**src/rtl/dec_gray2bin_seq.sv**
```systemverilog
// Sequential Gray-to-binary decoder: resolves one captured Gray word MSB-first, STEP bits per
// cycle, behind valid/ready handshakes, and flags non-single-step Gray sequences.
module dec_gray2bin_seq #(
  parameter int unsigned WIDTH = 10,
  parameter int unsigned STEP  = 1
) (
  input  logic             clk,
  input  logic             rst,
  input  logic             in_valid,
  output logic             in_ready,
  input  logic [WIDTH-1:0] in_gray,
  output logic             out_valid,
  input  logic             out_ready,
  output logic [WIDTH-1:0] out_bin,
  output logic             out_step_err
);

  localparam logic [1:0] IDLE = 2'd0;
  localparam logic [1:0] BUSY = 2'd1;
  localparam logic [1:0] DONE = 2'd2;

  localparam int unsigned IW = (WIDTH > 1) ? $clog2(WIDTH) : 1;
  localparam logic [IW-1:0] IdxTop = IW'((WIDTH > 1) ? WIDTH - 2 : 0);

  logic [1:0]       state_q, state_d;
  logic [WIDTH-1:0] g_q, g_d;
  logic [WIDTH-1:0] b_q, b_d;
  logic [IW-1:0]    idx_q, idx_d;
  logic [WIDTH-1:0] prev_q, prev_d;
  logic             has_prev_q, has_prev_d;
  logic             err_q, err_d;
  logic [WIDTH-1:0] out_bin_q, out_bin_d;
  logic             out_err_q, out_err_d;
  logic [WIDTH-1:0] diff;

  always_comb begin
    state_d    = state_q;
    g_d        = g_q;
    b_d        = b_q;
    idx_d      = idx_q;
    prev_d     = prev_q;
    has_prev_d = has_prev_q;
    err_d      = err_q;
    out_bin_d  = out_bin_q;
    out_err_d  = out_err_q;
    diff       = in_gray ^ prev_q;

    case (state_q)
      IDLE: begin
        if (in_valid) begin
          g_d            = in_gray;
          b_d            = '0;
          b_d[WIDTH-1]   = in_gray[WIDTH-1];
          // More than one bit set in diff means a multi-bit Gray jump.
          err_d          = has_prev_q && (|(diff & (diff - WIDTH'(1))));
          prev_d         = in_gray;
          has_prev_d     = 1'b1;
          idx_d          = IdxTop;
          if (WIDTH > 1) begin
            state_d = BUSY;
          end else begin
            state_d   = DONE;
            out_bin_d = b_d;
            out_err_d = err_d;
          end
        end
      end
      BUSY: begin
        // Descending loop lets each resolved bit feed the next lower one in the same cycle.
        for (int j = int'(WIDTH) - 2; j >= 0; j--) begin
          if (j <= int'(idx_q) && (j + int'(STEP)) > int'(idx_q)) begin
            b_d[j] = b_d[j+1] ^ g_q[j];
          end
        end
        if (int'(idx_q) < int'(STEP)) begin
          state_d   = DONE;
          out_bin_d = b_d;
          out_err_d = err_q;
        end else begin
          idx_d = idx_q - IW'(STEP);
        end
      end
      DONE: begin
        if (out_ready) state_d = IDLE;
      end
      default: state_d = IDLE;
    endcase
  end

  always_ff @(posedge clk) begin
    if (rst) begin
      state_q    <= IDLE;
      g_q        <= '0;
      b_q        <= '0;
      idx_q      <= '0;
      prev_q     <= '0;
      has_prev_q <= 1'b0;
      err_q      <= 1'b0;
      out_bin_q  <= '0;
      out_err_q  <= 1'b0;
    end else begin
      state_q    <= state_d;
      g_q        <= g_d;
      b_q        <= b_d;
      idx_q      <= idx_d;
      prev_q     <= prev_d;
      has_prev_q <= has_prev_d;
      err_q      <= err_d;
      out_bin_q  <= out_bin_d;
      out_err_q  <= out_err_d;
    end
  end

  assign in_ready     = (state_q == IDLE);
  assign out_valid    = (state_q == DONE);
  assign out_bin      = out_bin_q;
  assign out_step_err = out_err_q;

endmodule

```
**config.mk**
```make
export PLATFORM = sky130hd
export DESIGN_NAME = dec_gray2bin_seq
export DESIGN_NICKNAME = d
export VERILOG_FILES = /design/src/rtl/dec_gray2bin_seq.sv
export SDC_FILE = /design/constraint.sdc
export NUM_CORES = 1
export LEC_CHECK = 0
export BUFFER_PORTS_ARGS = -buffer_cell sky130_fd_sc_hd__buf_4
export CAP_MARGIN = 20
export CELL_PAD_IN_SITES_DETAIL_PLACEMENT = 0
export CELL_PAD_IN_SITES_GLOBAL_PLACEMENT = 2
export CORE_ASPECT_RATIO = 1.1
export CORE_MARGIN = 3
export CORE_UTILIZATION = 34
export CTS_BUF_LIST = sky130_fd_sc_hd__clkbuf_4
export CTS_CLUSTER_DIAMETER = 60
export DETAILED_ROUTE_END_ITERATION = 8
export PLACE_DENSITY_LB_ADDON = 0.25
export SKIP_CTS_REPAIR_TIMING = 1
export SLEW_MARGIN = 20
export SYNTH_ARGS = -nofsm -noshare
export SYNTH_HDL_FRONTEND = slang
export SYNTH_SLANG_ARGS = --single-unit
```
**constraint.sdc**
```tcl
create_clock -name clk -period 2 [get_ports clk]
set_input_delay 0.4 -clock clk [delete_from_list [all_inputs] [get_ports clk]]
set_output_delay 0.4 -clock clk [all_outputs]
set_load 0.01 [all_outputs]
```
Word level (Yosys, flattened, before mapping)
Index checks and enable logic that the tools add are counted.

Latch bits: 0. Register bits: 39. Bits in read-only memories: 0. Input bits: 14. Output and inout bits: 13. Memory bits (writable): 0. Memories kept: 0. Word-level logic and storage cells: 89.

Shift operators: 0. $lt $le $gt $ge: 18. Equal/unequal tests: 6. Reduce and logical (&&, ||, !) cells: 17. Bitwise logic cells: 11. Mux-type cells: 26. Multipliers: 0. Add/sub/neg operators: 2. Div/mod/pow operators: 0.

Operators with widths (count): $pmux W9 S2 (1); $mux W1 (17); $gt A3 B4 Y1 const A (4); $le A3 B4 Y1 const A (4); $and A10 B10 Y10 (1); $reduce_or A10 Y1 (1); $sub A10 B1 Y10 const B (1); $xor A10 B10 Y10 (1); $logic_and A1 B1 Y1 (9); $mux W9 (1); $xor A1 B1 Y1 (9); $gt A2 B4 Y1 const A (2); $gt A4 B4 Y1 const A (2); $le A2 B4 Y1 const A (2); $mux W4 (2); $pmux W4 S2 (1); $mux W2 (3); $ne A2 B2 Y1 const B (3); $pmux W2 S3 (1); $reduce_and A2 Y1 (3); $reduce_and A3 Y1 (2); $gt A1 B4 Y1 const A (1); $le A1 B4 Y1 const A (1); $le A4 B4 Y1 const A (1); other kinds (7) (7).

Depth between registers and ports, before layout
Depth in word-level cells: 28. Gate-level depth with buffers: 7. Mapped depth without buffers: 7.

Worst setup path before layout
OpenSTA, ideal clock, no wires.

Path type: reg2reg. From: register idx_q[1]. To: register b_q[5]. Stages on the path, launching flop included: 7. Clock period less this slack: 1.765 ns. Path slack: 0.235 ns. Data required time: 1.899 ns. Path buffers: 0. Arrival: 1.664 ns. Setup time: 0.101 ns. Cell sequence: dfxtp_1 ha_1 nor2_1 nor3b_1 mux2_2 xnor2_1 o41ai_1.

Word-level cells in the longest chain between the ends: 14. Elaborated cells on any way between the ends: 24. Those cells by class: order compare (8); mux (9); bitwise (3); reduce/logical (4).

Ends and longest elaborated chain: from (decl) (line 28) `logic [IW-1:0] idx_q, idx_d;`; from (signal assigned) (line 105) `idx_q <= idx_d;`; $le A4 B4 Y1 / $gt A4 B4 Y1 (equally long branches) (line 71) `if (j <= int'(idx_q) && (j + int'(STEP)) > int'(idx_q)) begin`; $logic_and A1 B1 Y1 (line 71); $mux W1 (line 71); $mux W1 (line 48) `case (state_q)`; $xor A1 B1 Y1 (line 72) `b_d[j] = b_d[j+1] ^ g_q[j];`; $mux W1 (line 71); $mux W1 (line 48); $xor A1 B1 Y1 (line 72); $mux W1 (line 71); $mux W1 (line 48); $xor A1 B1 Y1 (line 72); $mux W1 (*) (line 71); $mux W1 (*) (line 48); $pmux W9 S2 (*) (line 48); to (signal assigned) (line 94) `b_q <= '0;`; to (signal assigned) (line 104) `b_q <= b_d;`; to (decl) (line 27) `logic [WIDTH-1:0] b_q, b_d;`.

Every way passes the cells marked *; elsewhere a longest branch is shown, timed or not. The select of a mux whose other input is x is not followed. A chain may end at the register's enable or synchronous reset.

Worst setup path in the final report
From: register idx_q[0]. To: register out_bin_q[0] (netlist: out_bin[0]).

Word-level cells in the longest chain between the ends: 27. Elaborated cells on any way between the ends: 52. Those cells by class: order compare (18); mux (17); bitwise (8); reduce/logical (9).

Ends and longest elaborated chain: $le A4 B4 Y1 / $gt A4 B4 Y1 (equally long branches) (line 71); $logic_and A1 B1 Y1 (line 71); $mux W1 (line 71); $mux W1 (line 48); $xor A1 B1 Y1 (line 72); $mux W1 (line 71); $mux W1 (line 48); $xor A1 B1 Y1 (line 72); [... 11 more ...]; $xor A1 B1 Y1 (line 72); $mux W1 (line 71); $mux W1 (line 48); $xor A1 B1 Y1 (line 72); $mux W1 (line 71); $mux W1 (line 48); $xor A1 B1 Y1 (line 72); $mux W1 (line 71); to (signal assigned) (line 109) `out_bin_q <= out_bin_d;`; to (decl) (line 32) `logic [WIDTH-1:0] out_bin_q, out_bin_d;`.

Parallel ways exist; a longest one is shown, timed or not. The select of a mux whose other input is x is not followed.

==> metrics.md <==
| Metric | Value |
|---|---|
| Vias per cell | `5.05` |
| Drt pass-1 iters | `4` |
| Post-synth cell types | `37` |
| Worst Hold Endpoint | `prev_q[0]` |
| Final ANT Viol Nets | `0` |
| Post-synthesis cell area | `around 1800 um^2` |
| H-tree levels | `2` |
| Worst vdd ir | `0.504 mV` |
| Cells after synthesis | `between 200 and 250` |
| Top-count cell post-synth | `dfxtp_1` |
| Detailed placement HPWL | `around 3400 um` |
| Ys async rst share | `0%` |
| Crit-path cells | `inv_1 > ha_1 > inv_1 > o211ai_1 > mux2_2 > xnor2_1 > a211oi_1` |
| First-pass GRT wire length | `approximately 7400 um` |
| Capture point of the worst reg-to-reg path | `out_bin[0]` |
| Fillers | `roughly 500` |
| DRT iter0 DRCs | `94` |
| Slew @ Worst Pin | `0.501 ns` |
| Total track usage | `16.2%` |
| Largest net degree at the start of global routing | `40` |
| Max Cap Violations | `0` |
| Cell mode on critical path | `inv_1` |
| Synthesized area per cell | `~8 um^2` |
| Non-Filler Instances | `between 300 and 400` |
| N_diodes | `0` |
| Antenna violations before repair | `0` |
| Ranking of synthesized cells by area | `dfxtp_1, xor2_1, a21oi_1` |
| Width of the die | `roughly 75 um` |
| Crit-path max FO | `8` |
| P&R area growth vs syn | `23.0%` |
| CTS tree | `yes` |
| Crit Path Class | `reg -> reg` |
| Ys flop type | `dfxtp_1` |
| Final nets | `about 270` |
| Clock Tree Root | `clkbuf_4` |
| WL met1 | `around 2200 um` |
| PwrDens | `around 760 nW/um^2` |
| DP Worst Slack | `between 0.04 and 0.05 ns` |
| Fin crit share | `about nine tenths` |
| Post-Syn Nets | `235` |
| Routability congestion estimate | `roughly 0.8` |
| Pins Over Slew Limit | `0` |
| Port buffer count | `26` |
| Minimum clock period after layout | `1.81 ns` |
| Top Layer Used | `met4` |
| Inst Count DP | `between 300 and 400` |
| YS warnings | `0` |
| Reg2reg path depth | `7` |
| Final Hold Vio Count | `0` |
| Sum of negative setup slack | `0 ns` |
| Routed Wire Length | `4500 um` |
| Number of synthesized flops with an enable pin | `0` |
| Remaining DRCs | `0` |
| Final WS setup | `about 0.19 ns` |
| Core area | `between 4000 and 5000 um^2` |
| Grt ovf | `0` |
| Fmax | `around 550 MHz` |
| Routed vias | `1565` |
| Site row count | `26` |
| Cell taking the most area after synthesis | `dfxtp_1` |
| Slowest stage delay, CP | `around 0.40 ns` |
| Hold path start | `in_gray[0]` |
| Critical R2R Launch | `idx_q[0]` |
| Worst EP required | `approximately 2.3 ns` |
| DR WL/cell | `about 15 um` |
| Worst-case clock buffer depth | `2` |
| Reg-to-reg setup timing slack | `roughly 0.19 ns` |
| Sink Count | `37` |
| Num ports | `27` |
| Data arrival, critical path | `~2.1 ns` |
| Sequential share of the synthesized area | `41.7%` |
| Leakage power | `0.894 nW` |
| Die area | `about 6100 um^2` |
| Slew Limit Headroom | `approximately 67%` |
| Metal2 WL | `between 2000 and 2500 um` |
| Clock transition at path regs | `0.12 ns` |
| Clock Latency Late Sink | `0.34 ns` |
| Critical Path Slowest Stage Cell | `mux2_2` |
| Critical path endpoint category | `flop` |
| Endpoints failing setup | `0` |
| Metal3 WL | `~100 um` |
| Initial core utilization | `roughly 37%` |
| Seq cells post-synth | `37` |
| RSZ-0062 raised after global routing | `false` |
| Die Ht | `between 80 and 90 um` |
| Vias in the first global route | `1551` |
| Hold path depth | `3` |
| Share of the synthesized area in the top cell type | `around two fifths` |
| Setup Skew | `between 0.01 and 0.015 ns` |
| Top post-synthesis cells by count | `dfxtp_1, nand2_1, nor2_1` |
| Share of layout cells above drive strength 1 | `20.5%` |
| Crit start category | `flop` |
| Type of the worst min-delay path | `in -> reg` |
| Status | `finished, final reports clean` |
| CTS buffer count | `5` |
-- critical path, delay by kind of cell (launching register included) --
family,cells,cell delay [ns]
DFF,1,0.39
buffers and inverters,2,0.18
adders and majority gates,1,0.22
muxes,1,0.40
xor gates and xnor gates,1,0.13
AOI/OAI and AO/OA,2,0.40
-- per-layer routing --
layer | vias to the layer above | track usage, %
li1 | 818 | -
met4 | 0 | 4.80
met2 | 14 | 26.4
met1 | 726 | 21.2
met3 | 7 | 3.67
met5 | - | 0
-- per-stage QoR --
stage	cell area, um^2	hold WS (ns)	power, mW	util (%)
final	2190	0.304	1.66	45.1
after global routing	2190	0.296	1.75	45.1
after CTS	2170	0.285	1.68	44.8
after detailed placement	2090	0.450	1.15	43.2
after global placement	2090	0.448	1.15	43.2
after floorplan	1780	0.432	1.01	-
-- cell type report --
cell class                      instances  area [um^2]  area share (%)
Clock buffer                            6         45.0            2.06
Clock inverter                          2         33.8            1.55
Inverter                                3         11.3           0.515
Multi-Input combinational cell        169         1000            45.8
Sequential cell                        37          746            34.1
Tap cell                               56         70.1            3.21
Timing Repair Buffer                   37          278            12.7
-- state kept, by name, summed over array words and instances, names as in the netlist --
| signal | count |
|---|---|
| state_q | 2 |
| has_prev_q | 1 |
| idx_q | 4 |
| out_bin | 10 |
| err_q | 1 |
| b_q | 9 |
| prev_q | 9 |
| out_step_err | 1 |
-- worst max-delay path by stage --
stage | to | start | cells after the start | slack, ns
after floorplan | b_q[5] | idx_q[1] | 6 | 0.24
after global placement | b_q[5] | idx_q[1] | 6 | 0.11
after detailed placement | b_q[5] | idx_q[1] | 6 | 0.05
after CTS | b_q[5] | idx_q[1] | 6 | 0.005
after global routing | out_bin[0] | idx_q[0] | 7 | 0.03
final | out_bin[0] | idx_q[0] | 7 | 0.19
-- kinds of logic after synthesis --
kind of cell               count (synthesis)  share of synthesized area, %
and+or+nand+nor                           92                          23.7
AOI/OAI and AO/OA                         46                          15.6
DFF                                       37                          41.7
xor gates and xnor gates                  22                          10.8
buffers and inverters                     11                          2.32
muxes                                      5                          2.96
adders and majority gates                  4                          2.82
-- where the power goes --
group	switching (mW)	total, mW	internal [mW]
registers	0.0408	0.813	0.772
clock network	0.250	0.524	0.274
logic	0.180	0.319	0.138
total	0.471	1.66	1.18
-- cell usage in the layout, fill, tap and decap left out, drive strengths merged, types with 3 or more instances in the layout --
| master | count |
|---|---|
| nor2 | 31 |
| nand3 | 5 |
| a21oi | 27 |
| nand2 | 33 |
| nand2b | 4 |
| ha | 4 |
| dfxtp | 37 |
| xnor2 | 6 |
| xor2 | 16 |
| clkbuf | 6 |
| mux2i | 3 |
| inv | 3 |
| nor4b | 3 |
| o21ai | 3 |
| nor3 | 6 |
| buf | 37 |
(Power assumes the default switching activity.)
